[src/rtl/conv_pkg.sv]
// Shared types and geometry helpers for the convolution core and its downstream stages.
package conv_pkg;

  localparam int DEF_DATA_WIDTH = 16;

  typedef logic signed [DEF_DATA_WIDTH-1:0] data_t;

  function automatic int calc_in_w(input int n, input int k);
    return n - k + 1;
  endfunction

  function automatic int calc_out_w(input int n, input int k);
    return (n - k + 1) / 2;
  endfunction

  // Counters carry one spare bit so IN_W itself is representable.
  function automatic int calc_cnt_w(input int in_w);
    return $clog2(in_w) + 1;
  endfunction

endpackage

[src/rtl/maxpool2x2_stage_if.sv]
// Sample stream in (data/valid) and pooled stream out (data/valid/done) of the 2x2 max-pool stage.
interface maxpool2x2_stage_if #(
  parameter int DATA_WIDTH = conv_pkg::DEF_DATA_WIDTH
);
  logic signed [DATA_WIDTH-1:0] data_i;
  logic                         valid_i;
  logic signed [DATA_WIDTH-1:0] data_o;
  logic                         valid_o;
  logic                         done_o;

  modport master (output data_i, valid_i, input data_o, valid_o, done_o);
  modport slave  (input data_i, valid_i, output data_o, valid_o, done_o);
endinterface

[src/rtl/signed_max2.sv]
// Combinational two-input signed maximum; ties return the shared value.
module signed_max2 #(
  parameter int DATA_WIDTH = 16
) (
  input  logic signed [DATA_WIDTH-1:0] a,
  input  logic signed [DATA_WIDTH-1:0] b,
  output logic signed [DATA_WIDTH-1:0] y
);
  assign y = (a >= b) ? a : b;
endmodule

[src/rtl/maxpool2x2_stage.sv]
// 2x2 stride-2 signed max pool over the raster-order convolution result stream.
// Optional build macro POOL_RELU_EN clamps negative samples to zero before pooling.
module maxpool2x2_stage
  import conv_pkg::*;
#(
  parameter int N          = 4,
  parameter int K_SIZE     = 3,
  parameter int DATA_WIDTH = DEF_DATA_WIDTH
) (
  input logic          clk,
  input logic          rst,
  maxpool2x2_stage_if.slave bus
);
  localparam int IN_W     = calc_in_w(N, K_SIZE);
  localparam int OUT_W    = calc_out_w(N, K_SIZE);
  localparam int CW       = calc_cnt_w(IN_W);
  localparam int LB_DEPTH = (OUT_W > 0) ? OUT_W : 1;
  localparam int LB_AW    = (LB_DEPTH > 1) ? $clog2(LB_DEPTH) : 1;

  typedef logic signed [DATA_WIDTH-1:0] smp_t;

  logic [CW-1:0]    col, row;
  logic [LB_AW-1:0] lb_idx;
  logic             accept, lb_wr, win_done;
  logic             valid_q, done_q;
  smp_t             sample, pair, hmax, vmax, lb_rd, data_q;
  smp_t             linebuf [LB_DEPTH];

  assign accept   = bus.valid_i & ~done_q;
  assign lb_idx   = LB_AW'(col >> 1);
  assign lb_wr    = accept & col[0] & ~row[0];
  assign win_done = accept & col[0] & row[0];

  always_comb begin
`ifdef POOL_RELU_EN
    sample = bus.data_i[DATA_WIDTH-1] ? '0 : bus.data_i;
`else
    sample = bus.data_i;
`endif
  end

  signed_max2 #(.DATA_WIDTH(DATA_WIDTH)) u_hmax (.a(pair),  .b(sample), .y(hmax));
  signed_max2 #(.DATA_WIDTH(DATA_WIDTH)) u_vmax (.a(lb_rd), .b(hmax),   .y(vmax));

  // Entries are always written on the even row before the odd row reads them, so no reset.
  always_ff @(posedge clk) begin
    for (int e = 0; e < LB_DEPTH; e++)
      if (lb_wr && lb_idx == LB_AW'(e)) linebuf[e] <= hmax;
  end

  always_comb begin
    lb_rd = '0;
    for (int e = 0; e < LB_DEPTH; e++)
      if (lb_idx == LB_AW'(e)) lb_rd = linebuf[e];
  end

  always_ff @(posedge clk) begin
    if (rst) begin
      col     <= '0;
      row     <= '0;
      pair    <= '0;
      data_q  <= '0;
      valid_q <= 1'b0;
      done_q  <= 1'b0;
    end else begin
      valid_q <= 1'b0;
      if (accept) begin
        if (!col[0]) pair <= sample;
        if (win_done) begin
          data_q  <= vmax;
          valid_q <= 1'b1;
        end
        if (col == CW'(IN_W - 1)) begin
          col <= '0;
          if (row == CW'(IN_W - 1)) begin
            row    <= '0;
            done_q <= 1'b1;
          end else begin
            row <= row + 1'b1;
          end
        end else begin
          col <= col + 1'b1;
        end
      end
    end
  end

  assign bus.data_o  = data_q;
  assign bus.valid_o = valid_q;
  assign bus.done_o  = done_q;

endmodule
[src/flat_wrapper.sv]
// flat-port wrapper written by rule: the top's interface ports become plain ports
module maxpool2x2_stage_flat import conv_pkg::*;
#(
  parameter int N          = 4,
  parameter int K_SIZE     = 3,
  parameter int DATA_WIDTH = DEF_DATA_WIDTH
)
  (clk, rst, bus_data_i, bus_valid_i, bus_data_o, bus_valid_o, bus_done_o);
  maxpool2x2_stage_if #(.DATA_WIDTH(DATA_WIDTH)) bus_i ();
  input logic clk;
  input logic rst;
  input wire logic [$bits(bus_i.data_i)-1:0] bus_data_i;
  input wire logic [$bits(bus_i.valid_i)-1:0] bus_valid_i;
  output wire logic [$bits(bus_i.data_o)-1:0] bus_data_o;
  output wire logic [$bits(bus_i.valid_o)-1:0] bus_valid_o;
  output wire logic [$bits(bus_i.done_o)-1:0] bus_done_o;
  assign bus_i.data_i = bus_data_i;
  assign bus_i.valid_i = bus_valid_i;
  assign bus_data_o = bus_i.data_o;
  assign bus_valid_o = bus_i.valid_o;
  assign bus_done_o = bus_i.done_o;
  maxpool2x2_stage #(.N(N), .K_SIZE(K_SIZE), .DATA_WIDTH(DATA_WIDTH)) u_core (.clk(clk), .rst(rst), .bus(bus_i));
endmodule
[config.mk]
export PLATFORM = sky130hd
export DESIGN_NAME = maxpool2x2_stage_flat
export DESIGN_NICKNAME = d
export VERILOG_FILES = /design/src/rtl/conv_pkg.sv /design/src/rtl/maxpool2x2_stage_if.sv /design/src/rtl/signed_max2.sv /design/src/rtl/maxpool2x2_stage.sv /design/src/flat_wrapper.sv
export SDC_FILE = /design/constraint.sdc
export NUM_CORES = 1
export LEC_CHECK = 0
export CORE_MARGIN = 3
export CORE_UTILIZATION = 35
export CTS_BUF_LIST = sky130_fd_sc_hd__clkbuf_8
export DETAILED_ROUTE_END_ITERATION = 6
export PLACE_DENSITY = 0.59
export SLEW_MARGIN = 5
export SYNTH_ARGS = -nofsm -noshare
export SYNTH_HDL_FRONTEND = slang
export SYNTH_SLANG_ARGS = --single-unit
[constraint.sdc]
create_clock -name clk -period 4.65 [get_ports clk]
set_input_delay 1.1625 -clock clk [delete_from_list [all_inputs] [get_ports clk]]
set_output_delay 1.1625 -clock clk [all_outputs]
set_load 0.05 [all_outputs]
-- Word level (Yosys, flattened, before mapping)
Memories as Yosys holds them, arrays and structs flattened.
Cells that the tools add are included.
- multiplexer cells: 8
- add/subtract/negate cells: 2
- eq/ne operators: 2
- magnitude comparators: 2
- reduce and logical (&&, ||, !) cells: 6
- bitwise operators: 9
- operator list (operator ; number):
    $mux W16 ; 3
    $ge A16 B16 Y1 ; 2
    $reduce_and A2 Y1 ; 3
    $not A1 Y1 ; 5
    $add A2 B1 Y2 const B ; 2
    $and A1 B1 Y1 ; 4
    $eq A2 B1 Y1 const B ; 2
    $mux W2 ; 2
    $mux W1 ; 3
    $reduce_and A3 Y1 ; 1
    $reduce_or A2 Y1 ; 1
    $logic_and A1 B1 Y1 ; 1
- bits in writable memories: 16
- output and inout bits: 18
- memories kept: 1
- register bits: 38
- memory list (name ; words ; width ; read ports ; clocked after Yosys merged registers in ; write ports ; line ; RTL):
    u_core.linebuf ; 1 ; 16 ; 1 ; 0 ; 1 ; maxpool2x2_stage.sv:27 ; smp_t linebuf [LB_DEPTH];

-- Longest topological paths before layout
- depth in word-level cells: 7
- depth in mapped cells: 21

-- Modules after synthesis
A second synthesis with hierarchy kept.
- cells, all modules: 519
- area, all modules: 4242.8 um2
- by module, submodules not included (module ; instances ; cells each ; area each (um2) ; sequential area each (um2)):
    signed_max2 ; 2 ; 171 ; 1107.3 ; 0.0
    maxpool2x2_stage ; 1 ; 177 ; 2028.2 ; 1241.2

-- Least setup slack after synthesis
No wires, ideal clock.
- path type: input-to-reg
- start: input bus_data_i[15]
- end: register u_core.data_q[10], in the netlist u_core.bus.data_o[10]
- arrival: 4887 ps
- data required time: 4583 ps
- path buffers: 3
- stages: 19
- setup slack: -304 ps
- path through: inv_1 > ha_1 > and3_1 > nand4_1 > a21o_1 > nand4_1 > mux2_2 > buf_2 > buf_4 > mux2i_1 > ha_1 > nand4_1 > nor4_1 > a21boi_2 > a2111oi_2 > o2111ai_1 > a211o_1 > buf_6 > o21ai_2
- cells in the longest elaborated chain, start to end: 4
- ends and longest elaborated chain (what ; line ; RTL):
    start, declared ; flat_wrapper.sv:12 ; input wire logic [$bits(bus_i.data_i)-1:0] bus_data_i;
    $ge A16 B16 Y1 ; signed_max2.sv:9 ; assign y = (a >= b) ? a : b;
    $mux W16 (*) ; signed_max2.sv:9 ;
    $ge A16 B16 Y1 ; signed_max2.sv:9 ;
    $mux W16 (*) ; signed_max2.sv:9 ;
    end signal, assigned ; maxpool2x2_stage.sv:70 ; data_q <= vmax;
    end, declared ; maxpool2x2_stage.sv:26 ; smp_t sample, pair, hmax, vmax, lb_rd, data_q;
Every way passes the cells marked *; elsewhere a longest branch is shown, timed or not.
A chain may end at the register's enable or synchronous reset.

-- Worst setup path after layout
- start: input bus_data_i[5]
- end: register u_core.data_q[15], in the netlist u_core.bus.data_o[15]
Same word-level chain as after synthesis.

==> out/metrics.cfg <==
[logic_synthesis]
synth_top_flop_cell=dfxtp_1
ys_ff_latch=54
synth_mux_area_frac=0.0537
synth_edf_count=16
yosys.area_share.adder=0.125
syn_area_per_cell_um2=9.07
synthCells=352
yosysWarnings=0
yosysSeqAreaShare=0.389
synth_top_family_by_area=simple AND/OR/NAND/NOR gates
synth-simple-area-share=0.211
syn_nets=403
synth_compound_area_frac=0.152
syn-cell-area_um2=3190
synth.distinct_cells=39
synth-xor-area-share=0
synth_async_sr_flop_share=0

[placed_design]
gp_congestion=0.808
portBuffers=36
place_hpwl_um=5740

[timing]
maxSlewHeadroom=0.262
setup_viol_count_final=16
fin_crit_sh=1.03
worst_pin_slew_ns=1.11
setup_tns_ns=-1.28
finalWorstSetupSlack_ns=-0.124
hold_ws_ns=0.478
finalMaxSlewViolations=0
hold_violations=0
max_freq_ghz=0.209
fin_worst_skew_ns=0.00707
rsz0062_at_grt=true
fin_crit_ns=4.77

[cells_and_area]
multi_input_area_um2=2160
final_core_util=0.531
nNetsFinal=489
drive_above_1_share=0.364
nFillCells=789
seqCellArea_um2=1240
diodes=0
layout_common_cells=60 x buf_4, 38 x nand2_1, 38 x dfxtp_1
syn2layout_area_growth_pct=46.3
final_common_cell=buf_4

[floorplanning]
dieArea_um2=10300
dieWidth_um=102
start_util=0.363
rows=34
core_um2=8810
die_h_um=102
pin_count=37

[routing]
vias_per_cell=5.14
ant_nets=0
wl_um=8470
drt_pass1_iterations=4
wl_per_cell_um=15.5
drtIter0Drc=74
num_vias=2809
drcViolationCount=0

[critical_path]
worst-path-max-fanout=6
crit_type=in -> reg
crit_path_start_kind=input port
cp.required_ns=4.89
crit_path_end_kind=flip-flop
arrival_ns=5.01

[global_route]
overflow=0
grt_max_degree=56
antenna_found_initial=0
first_global_vias=2751
groute.usage.overall=0.170
grt_pass1_wl_um=13800

[status]
violations=negative setup slack
status=finished, violations left

[clocking]
htreeDepth=2
numCtsBuffers=5
clk-insertion-delay-late_ns=0.31
numClockSinks=54
clock_path_buffers=2
hold_buffers=0
clkTransAtPathRegs_ns=0.10
tritoncts=yes
cts_root_buffer=clkbuf_8

[flow_run]
maxCapViolCount=0

[power]
power_density_nw_per_um2=248
p_leak_uw=0.00189
irDropWorstVdd_mv=0.122

[hold_path]
min_path_type=reg -> reg

sequential cells by signal, summed over array words and instances, names as in the netlist:
name,flops
u_core.bus.data_o,16
u_core.bus.done_o,1
u_core.bus.valid_o,1
u_core.col,2
u_core.linebuf,16
u_core.pair,16
u_core.row,2
layout make-up:
cell class,instances,area share
clock inverter,3,0.00375
multi-input combinational,245,0.463
clock buffer,5,0.0147
sequential,54,0.266
tap,108,0.0289
inverter,33,0.0345
timing repair buffer,99,0.190
final timing paths:
kind,start,to,slack [ns],cells after the start
setup / recovery,bus_data_i[5],u_core.bus.data_o[15],-0.12,19
setup reg to reg,u_core.pair[1],u_core.bus.data_o[15],0.43,17
hold reg to reg,u_core.row[1],u_core.row[1],0.48,1
hold / removal,u_core.row[1],u_core.row[1],0.48,1
report_power, final:
part           internal, µW  switching (µW)
logic                   186             186
registers               506            14.5
clock network           105             164
total                   796             364
cell usage after synthesis (2+ instances only):
master    instances  area share
dfxtp_1          38        0.24
nand2_1          38       0.045
inv_1            33       0.039
ha_1             32        0.13
nor3b_1          30       0.071
a21oi_1          26       0.041
nor2b_1          18       0.035
clkbuf_1         17       0.020
edfxtp_1         16        0.15
mux2i_1          16       0.050
a31oi_1          14       0.027
nor2_1           10       0.012
o21ai_2          10       0.027
o21ai_0           9       0.014
nand4_1           7       0.014
a21o_1            5       0.012
nand2b_1          3      0.0059
nand3b_1          3      0.0071
and2_1            2      0.0039
and4_1            2      0.0055
buf_6             2      0.0071
nor3_1            2      0.0031
o211ai_1          2      0.0047
o221ai_1          2      0.0055
cells by family (layout without fill, tap and decap cells):
kind of cell	Yosys count	count (layout)
fa+ha+maj	32	32
flops	54	54
mux	17	18
buf+inv	54	140
compound gates	75	75
simple gates	120	120
critical path: stages:
cell and delay (ns):
buf_6 0.08, inv_2 0.04, ha_4 0.26, and4_1 0.20, nand4_1 0.14, a21o_1 0.17
nand4_1 0.08, buf_4 0.12, mux2_4 0.37, mux2i_4 0.24, ha_4 0.28, nand4_1 0.20
nor4_4 0.37, a21boi_4 0.26, a2111oi_4 0.05, or2_1 0.29, a211o_4 0.39, buf_12 0.15
o221ai_2 0.15
layer usage:
metal / GRT usage / up-vias / routed length, µm
met3: 0.0282 / 6 / 390
li1: - / 1413 / -
met4: 0.0358 / 0 / 67
met5: 0 / - / 0
met2: 0.265 / 64 / 3880
met1: 0.247 / 1326 / 4130
repair_timing:
item                       4_1_cts  5_1_grt
buffers inserted                14        3
setup endpoints to repair       16       16
gates cloned                     2        0
pin swaps                       26       22
gates resized for setup         92       33
metrics by stage:
stage | power [µW] | instance area [µm²] | setup slack, ns | std cells
detailed placement | 835 | 4180 | -0.823 | 522
CTS | 1150 | 4530 | -0.0147 | 545
finish | 1160 | 4670 | -0.124 | 547
global route | 1230 | 4670 | -0.288 | 547
floorplan | 713 | 3440 | -0.0366 | 352
global placement | 828 | 4180 | -0.713 | 522
Power figures use the tool's default switching activity.
